### src/rtl/sys_defs.sv
// ---------------------------------------------------------------------------
// sys_defs
// Definitions shared by the bus ingress path: bus_packer and bus_fifo.
// The default bus geometry lives here so that the packer and the FIFO
// cannot disagree on beat width or beats per packed word.
// ---------------------------------------------------------------------------
package sys_defs;

    localparam int BUS_WIDTH    = 32;
    localparam int BUS_IN_DEPTH = 6;

    // Packer FSM: FILL collects beats, PUSH offers the packed word to the FIFO.
    typedef enum logic {
        FILL = 1'b0,
        PUSH = 1'b1
    } packer_state_t;

endpackage

### src/rtl/bus_packer.sv
// ---------------------------------------------------------------------------
// bus_packer
// Packs IN_DEPTH consecutive WIDTH-bit beats into one IN_DEPTH*WIDTH word and
// pushes it into the bus_fifo write port. A beat flagged in_last, or a flush
// pulse, closes a partial group; unused slices are zero.
//
// Ports
//   clk, rstn          clock, asynchronous active-low reset
//   in_valid/in_ready  input beat handshake
//   in_data, in_last   beat payload and end-of-group marker
//   flush              close any partial group (single-cycle pulse)
//   fifo_wr_en         write request (PUSH and FIFO not full)
//   fifo_wr_data       packed word, beat k at [k*WIDTH +: WIDTH]
//   fifo_wr_valid      FIFO accepted the write this cycle
//   fifo_almost_full   gates in_ready only (when STALL_ON_AF)
//   fifo_full          holds the write request off
//   word_beats         valid beats in the word being presented
//   word_cnt           packed words accepted since reset (wraps)
//   busy               beats held or a word pending
// ---------------------------------------------------------------------------
module bus_packer
    import sys_defs::*;
#(
    parameter int WIDTH       = BUS_WIDTH,
    parameter int IN_DEPTH    = BUS_IN_DEPTH,
    parameter bit STALL_ON_AF = 1'b1,
    parameter int CNT_W       = 16
) (
    input  logic                        clk,
    input  logic                        rstn,
    input  logic                        in_valid,
    output logic                        in_ready,
    input  logic [WIDTH-1:0]            in_data,
    input  logic                        in_last,
    input  logic                        flush,
    output logic                        fifo_wr_en,
    output logic [IN_DEPTH*WIDTH-1:0]   fifo_wr_data,
    input  logic                        fifo_wr_valid,
    input  logic                        fifo_almost_full,
    input  logic                        fifo_full,
    output logic [$clog2(IN_DEPTH+1)-1:0] word_beats,
    output logic [CNT_W-1:0]            word_cnt,
    output logic                        busy
);

    localparam int IDX_W = (IN_DEPTH > 1) ? $clog2(IN_DEPTH) : 1;
    localparam int WB_W  = $clog2(IN_DEPTH+1);

    packer_state_t     state_q;
    logic [IDX_W-1:0]  idx_q;
    logic [WB_W-1:0]   word_beats_q;
    logic [CNT_W-1:0]  word_cnt_q;
    logic [WIDTH-1:0]  pack_q [IN_DEPTH];

    logic beat_accept;
    logic wr_accept;
    logic group_done;

    // Handshake terms depend on same-cycle FIFO flags, so they stay combinational.
    assign in_ready    = (state_q == FILL) && !(STALL_ON_AF && fifo_almost_full);
    assign fifo_wr_en  = (state_q == PUSH) && !fifo_full;
    assign beat_accept = in_valid && in_ready;
    assign wr_accept   = fifo_wr_en && fifo_wr_valid;
    assign group_done  = (idx_q == IDX_W'(IN_DEPTH-1)) || in_last || flush;

    assign word_beats = word_beats_q;
    assign word_cnt   = word_cnt_q;
    assign busy       = (state_q == PUSH) || (idx_q != '0);

    // NOTE: every output of an always_comb gets a default first, otherwise a
    // path that skips an assignment infers a latch.
    always_comb begin
        fifo_wr_data = '0;
        for (int k = 0; k < IN_DEPTH; k++) begin
            fifo_wr_data[k*WIDTH +: WIDTH] = pack_q[k];
        end
    end

    // NOTE: sequential state uses non-blocking assignments only, so every
    // register samples pre-edge values regardless of statement order.
    always_ff @(posedge clk or negedge rstn) begin
        if (!rstn) begin
            state_q      <= FILL;
            idx_q        <= '0;
            word_beats_q <= '0;
            word_cnt_q   <= '0;
            // NOTE: the pack array is reset (not left undefined) because
            // zero padding of short groups relies on unused slices being zero.
            for (int k = 0; k < IN_DEPTH; k++) begin
                pack_q[k] <= '0;
            end
        end else begin
            case (state_q)
                FILL: begin
                    if (beat_accept) begin
                        pack_q[idx_q] <= in_data;
                        if (group_done) begin
                            // idx is left as-is; PUSH clears it on acceptance.
                            state_q      <= PUSH;
                            word_beats_q <= WB_W'(idx_q) + WB_W'(1);
                        end else begin
                            idx_q <= idx_q + IDX_W'(1);
                        end
                    end else if (flush && (idx_q != '0)) begin
                        state_q      <= PUSH;
                        word_beats_q <= WB_W'(idx_q);
                    end
                end
                PUSH: begin
                    // flush is deliberately ignored here.
                    if (wr_accept) begin
                        state_q      <= FILL;
                        idx_q        <= '0;
                        word_beats_q <= '0;
                        word_cnt_q   <= word_cnt_q + CNT_W'(1);
                        for (int k = 0; k < IN_DEPTH; k++) begin
                            pack_q[k] <= '0;
                        end
                    end
                end
                default: state_q <= FILL;
            endcase
        end
    end

endmodule

### config.mk
export PLATFORM = sky130hd
export DESIGN_NAME = bus_packer
export DESIGN_NICKNAME = d
export VERILOG_FILES = /design/src/rtl/sys_defs.sv /design/src/rtl/bus_packer.sv
export SDC_FILE = /design/constraint.sdc
export NUM_CORES = 1
export LEC_CHECK = 0
export CAP_MARGIN = 20
export CORE_MARGIN = 2
export CORE_UTILIZATION = 34
export DETAILED_ROUTE_END_ITERATION = 16
export PLACE_DENSITY = 0.63
export SYNTH_ARGS = -nofsm -noshare
export SYNTH_HDL_FRONTEND = slang
export SYNTH_SLANG_ARGS = --single-unit
### constraint.sdc
create_clock -name clk -period 1.78 [get_ports clk]
set_clock_uncertainty 0.1 [all_clocks]
set_input_delay 0.356 -clock clk [delete_from_list [all_inputs] [get_ports clk]]
set_output_delay 0.356 -clock clk [all_outputs]
set_load 0.02 [all_outputs]
Word level (Yosys, flattened, before mapping)
Index checks and enable logic that the tools add are counted. Widths: inputs -> output; s select.

Output and inout bits: 214. Logic and storage cells: 57. Bits of input ports: 40. Bits in registers: 215.

Add/sub/neg operators: 2. Magnitude comparators: 2. Bitwise logic cells: 2. Multiplexer cells: 19. Eq/ne operators: 6. Reductions and logical operators: 16.

Operators by type and width (count): $mux 192 (2); $pmux 192 s2 (1); $bwmux 192 (1); $demux 32 s3 (1); $mux 32 (1); $mux 3 (6); $add 16x1->16 const B (1); $pmux 3 s2 (2); $logic_and 1x1->1 (6); $reduce_and 3->1 (2); $ge 4x4->1 const B (1); $lt 4x1->1 const B (1); $mux 1 (4); $ne 2x2->1 const B (2); $not 3->4 (1); $reduce_and 2->1 (2); $add 3x1->3 const B (1); $eq 3x3->1 const B (1); $logic_or 1x1->1 (3); $ne 3x2->1 const B (1); $ne 3x3->1 const B (1); $reduce_bool 3->1 (1); $logic_not 1->1 (2); $ne 2x1->1 const B (1); 2 further kinds (2).

Depth between registers and ports, before layout
Word-level depth: 8. Gate-level depth with buffers: 7. Gate-level depth less buffers: 6.

Worst setup path before layout
No wires, ideal clock.

Kind: register to register. Start: register idx_q[1]. End: register word_beats_q[0] (netlist: word_beats[0]). Path buffers: 1. Setup time: 79 ps. Arrival time: 1726 ps. Stages on the path, launching flop included: 8. Clock period less this slack: 1905 ps. Slack: -125 ps. Required time: 1601 ps. Cells stage by stage: dfrtp_1 > buf_2 > inv_1 > ha_1 > a211oi_1 > nor2_1 > nand2b_1 > mux2i_1.

Longest elaborated chain between the ends: 5. Elaborated cells on any way between the ends: 8. Those cells by class: eq/ne (3); reduce/logical (5).

RTL lines: start: declaration (line bus_packer.sv:50) `logic [IDX_W-1:0] idx_q;`; start signal: assignment (line bus_packer.sv:102) `idx_q <= idx_q + IDX_W'(1);`; $eq 3x3->1 (line bus_packer.sv:64) `assign group_done = (idx_q == IDX_W'(IN_DEPTH-1)) || in_last || flush;`; $logic_or 1x1->1 (2 in a row) (line bus_packer.sv:64); $ne 3x3->1 (no line); $reduce_and 3->1 (no line) (*); end signal: assignment (line bus_packer.sv:100) `word_beats_q <= WB_W'(idx_q) + WB_W'(1);`; end signal: assignment (line bus_packer.sv:106) `word_beats_q <= WB_W'(idx_q);`; end: declaration (line bus_packer.sv:51) `logic [WB_W-1:0] word_beats_q;`.

Mark *: on every way between the ends. The rest lies on a longest branch, timed or not. A chain may end at the register's enable or synchronous reset.

Worst setup path in the final report
Start: register state_q. End: register pack_q, in the netlist fifo_wr_data[181].

Longest elaborated chain between the ends: 5. Elaborated cells on any way between the ends: 9. Those cells by class: eq/ne (2); mux (1); bitwise (1); reduce/logical (5).

RTL lines: start: declaration (line bus_packer.sv:49) `packer_state_t state_q;`; start signal: assignment (line bus_packer.sv:83) `state_q <= FILL;`; start signal: assignment (line bus_packer.sv:99) `state_q <= PUSH;`; start signal: assignment (line bus_packer.sv:105) `state_q <= PUSH;`; $not 1->1; $logic_and 1x1->1 (line bus_packer.sv:60) `assign in_ready = (state_q == FILL) && !(STALL_ON_AF && fifo_almost_full);`; $logic_and 1x1->1 (line bus_packer.sv:62) `assign beat_accept = in_valid && in_ready;`; $ne 2x2->1 (no line); $reduce_and 2->1 (no line); end signal: indexed assignment (line bus_packer.sv:96) `pack_q[idx_q] <= in_data;`; end: declaration (line bus_packer.sv:53) `logic [WIDTH-1:0] pack_q [IN_DEPTH];`.

Several ways; a longest one is shown, not always the timed one.

==> impl_metrics.tcl <==
set metrics [dict create \
    drive_gt1_frac 0.181 \
    total_power_w 0.0164 \
    ys_ff_latch 215 \
    violations "negative setup slack" \
    fp.dieH_um 158 \
    finalSetupTns_ns -28.40 \
    synth_cells 560 \
    tritoncts "yes" \
    hold_viol_final 0 \
    routed_wl_um 27900 \
    grt_max_degree 48 \
    via_per_inst 5.27 \
    arrival_ns 2.29 \
    vias 6371 \
    grt_first_pass_wirelength_um 39900 \
    setup_ws_ns -0.214 \
    yosysSeqAreaShare 0.671 \
    synth-async-reset-ratio 1.00 \
    hold_class "primary input to async pin" \
    cts_max_level 1 \
    pin_count 254 \
    post-route-period-util 1.12 \
    syn-num-nets 604 \
    track_usage 0.213 \
    routed-wl-met3_um 2200 \
    io_buffers 253 \
    detail-route-antenna-nets 0 \
    cts.reportedPaths.clkPinSlew_ns 0.06 \
    synth.top_cell.area_share 0.671 \
    maxSlewHeadroom 0.718 \
    timing.fmax_ghz 0.502 \
    cp.required_ns 2.08 \
    power_density_nw_per_um2 1300 \
    maxCapViolCount 0 \
    cts_buffers 24 \
    yosysTopAreaCell "dfrtp_1" \
    first_global_vias 6327 \
    finalMaxSlewViolations 0 \
    ys_warn_count 0 \
    syn2layout_area_growth_pct 57.3 \
    wl_met2_um 13000 \
    dr.pass1.iters 4 \
    rsz0062_at_grt "yes" \
    syn_area_sq_um 8020 \
    fin_nets 917 \
    whs_ns 0.247 \
    hpwlAfterDp_um 17000 \
    pre_cts_ws_ns -0.606 \
    synth_edf_count 0 \
    core_sq_um 23300 \
    synth.avg_cell_area_sq_um 14.3 \
    stdcell_count 1210 \
    cts.sink_count 215 \
    synth_cell_types 38 \
    placed_cells 1135 \
    met1_length_um 12000 \
    core.rowCount 56 \
    die_area_sq_um 24800 \
    yosysMostFrequentCell "dfrtp_1" \
    vdd_drop_max_mv 0.684 \
    path_class "flip-flop to flip-flop" \
    routed.top_layer "met4" \
    total_leakage_power_nw 6.76 \
    final-setup-viol-count 194 \
    initialDrtViolationCount 291 \
    cts_root_buf "clkbuf_16" \
    drc_errors 0 \
    dominantRegCellSynth "dfrtp_1" \
    fin_crit_ns 1.99 \
    antennaDiodeCount 0 \
    die_w_um 158 \
    netlist_top_cells_count "dfrtp_1 (215), a22o_1 (193), buf_2 (32), nor2_1 (15), nand2_1 (14)" \
    start_util 0.344 \
    worst_pin_slew_ns 0.421 \
    outcome "complete, but fails checks" \
    start_kind "flip-flop" \
    cp_max_fo 7 \
    antenna_found_initial 0 \
    gr-total-overflow 0 \
    wire_per_inst_um 23.1 \
    synthTopCellsByArea "dfrtp_1 (67%), a22o_1 (21%), buf_2 (2.0%)" \
    finalWeightedCongestion 0.759 \
    clkLatencyLatePin_ns 0.51 \
    cp-end-kind "flip-flop" \
    cts.path.max_buffers 3 \
]
[metal layers]
layer  track usage  vias up
met5             0        -
met4        0.0554        0
met3        0.0441       49
met2         0.338      278
met1         0.299     3261
li1              -     2783
[cells by family (layout without fill, tap and decap cells)]
family	Yosys count	after routing	synth area share
fa+ha+maj	4	4	0.00624
simple gates	65	65	0.0480
xor+xnor	17	17	0.0186
buf+inv	46	377	0.0298
flops	215	215	0.671
compound gates	210	210	0.223
mux	3	3	0.00374
[report_power, final]
part | switching, W | leakage [nW] | internal [W]
combinational | 0.00290 | 3.39 | 0.00222
clock | 0.00202 | 0.410 | 0.00310
sequential | 0.000509 | 2.96 | 0.00568
[final cells by class]
cell class | count | area (sq um)
Multi-Input combinational cell | 299 | 2600
Fill cell | 2060 | 10700
Clock buffer | 33 | 716
Tap cell | 319 | 399
Clock inverter | 11 | 114
Timing Repair Buffer | 330 | 3400
Inverter | 3 | 11.3
Sequential cell | 215 | 5380
[flip-flops by register name (all words and copies together), names as in the netlist]
name,flops
fifo_wr_data,192
idx_q,3
state_q,1
word_beats,3
word_cnt,16
[worst max-delay path, stage by stage (launching register included)]
cell       delay, ns
dfrtp_1         0.40
buf_6           0.12
or3b_4          0.43
nand2_4         0.08
buf_12          0.14
buf_6           0.10
o21ai_4         0.11
clkbuf_16       0.20
a22o_1          0.19
[placed cells by master (no fill, tap or decap), types with 2 or more instances in the layout]
master | Yosys | routed
a21oi_1 | 4 | 4
dlygate4sd2_1 | 0 | 202
xnor2_1 | 10 | 10
clkbuf_16 | 0 | 30
buf_12 | 0 | 21
nor2_1 | 15 | 9
clkinvlp_4 | 0 | 2
xor2_1 | 7 | 7
buf_16 | 0 | 4
nand3_1 | 7 | 6
nor3_1 | 4 | 2
clkdlybuf4s15_1 | 0 | 4
nand2_1 | 14 | 10
clkdlybuf4s50_1 | 0 | 38
clkbuf_2 | 0 | 5
buf_4 | 1 | 21
mux2i_1 | 3 | 3
nand2b_1 | 4 | 4
nand4_1 | 3 | 3
inv_2 | 0 | 2
nand2_2 | 1 | 3
clkbuf_1 | 7 | 2
buf_8 | 0 | 4
bufinv_16 | 0 | 2
buf_6 | 3 | 24
nor4_4 | 2 | 2
o21ai_4 | 0 | 5
clkinv_2 | 0 | 6
nor3_4 | 0 | 3
ha_1 | 4 | 3
nor2_4 | 0 | 5
dfrtp_1 | 215 | 215
nand3b_1 | 2 | 2
clkbuf_8 | 0 | 6
and3_1 | 3 | 2
a22o_1 | 193 | 193
[per-stage QoR]
stage,area (sq um),utilization
3_5_place_dp,11400,0.488
6_report,12600,0.541
3_3_place_gp,11400,0.488
5_1_grt,12600,0.541
2_1_floorplan,8030,-
4_1_cts,12300,0.527
[worst paths after layout]
kind	startpoint	end	slack (ns)	cells after the start
max	state_q	fifo_wr_data[181]	-0.21	8
max reg2reg	state_q	fifo_wr_data[181]	-0.21	8
min in group clk	word_cnt[15]	word_cnt[15]	0.39	1
min reg2reg	word_cnt[15]	word_cnt[15]	0.39	1
max in group asynchronous	rstn	fifo_wr_data[72]	0.73	3
min	rstn	fifo_wr_data[110]	0.25	2
[timing repair]
action,4_1_cts,5_1_grt
gates cloned,6,8
buffers inserted,10,8
endpoints found under the hold margin,68,0
pin swaps,23,30
endpoints found under the setup margin,410,219
gates resized for setup,255,55
hold buffers,1,0
(Power assumes the default switching activity.)
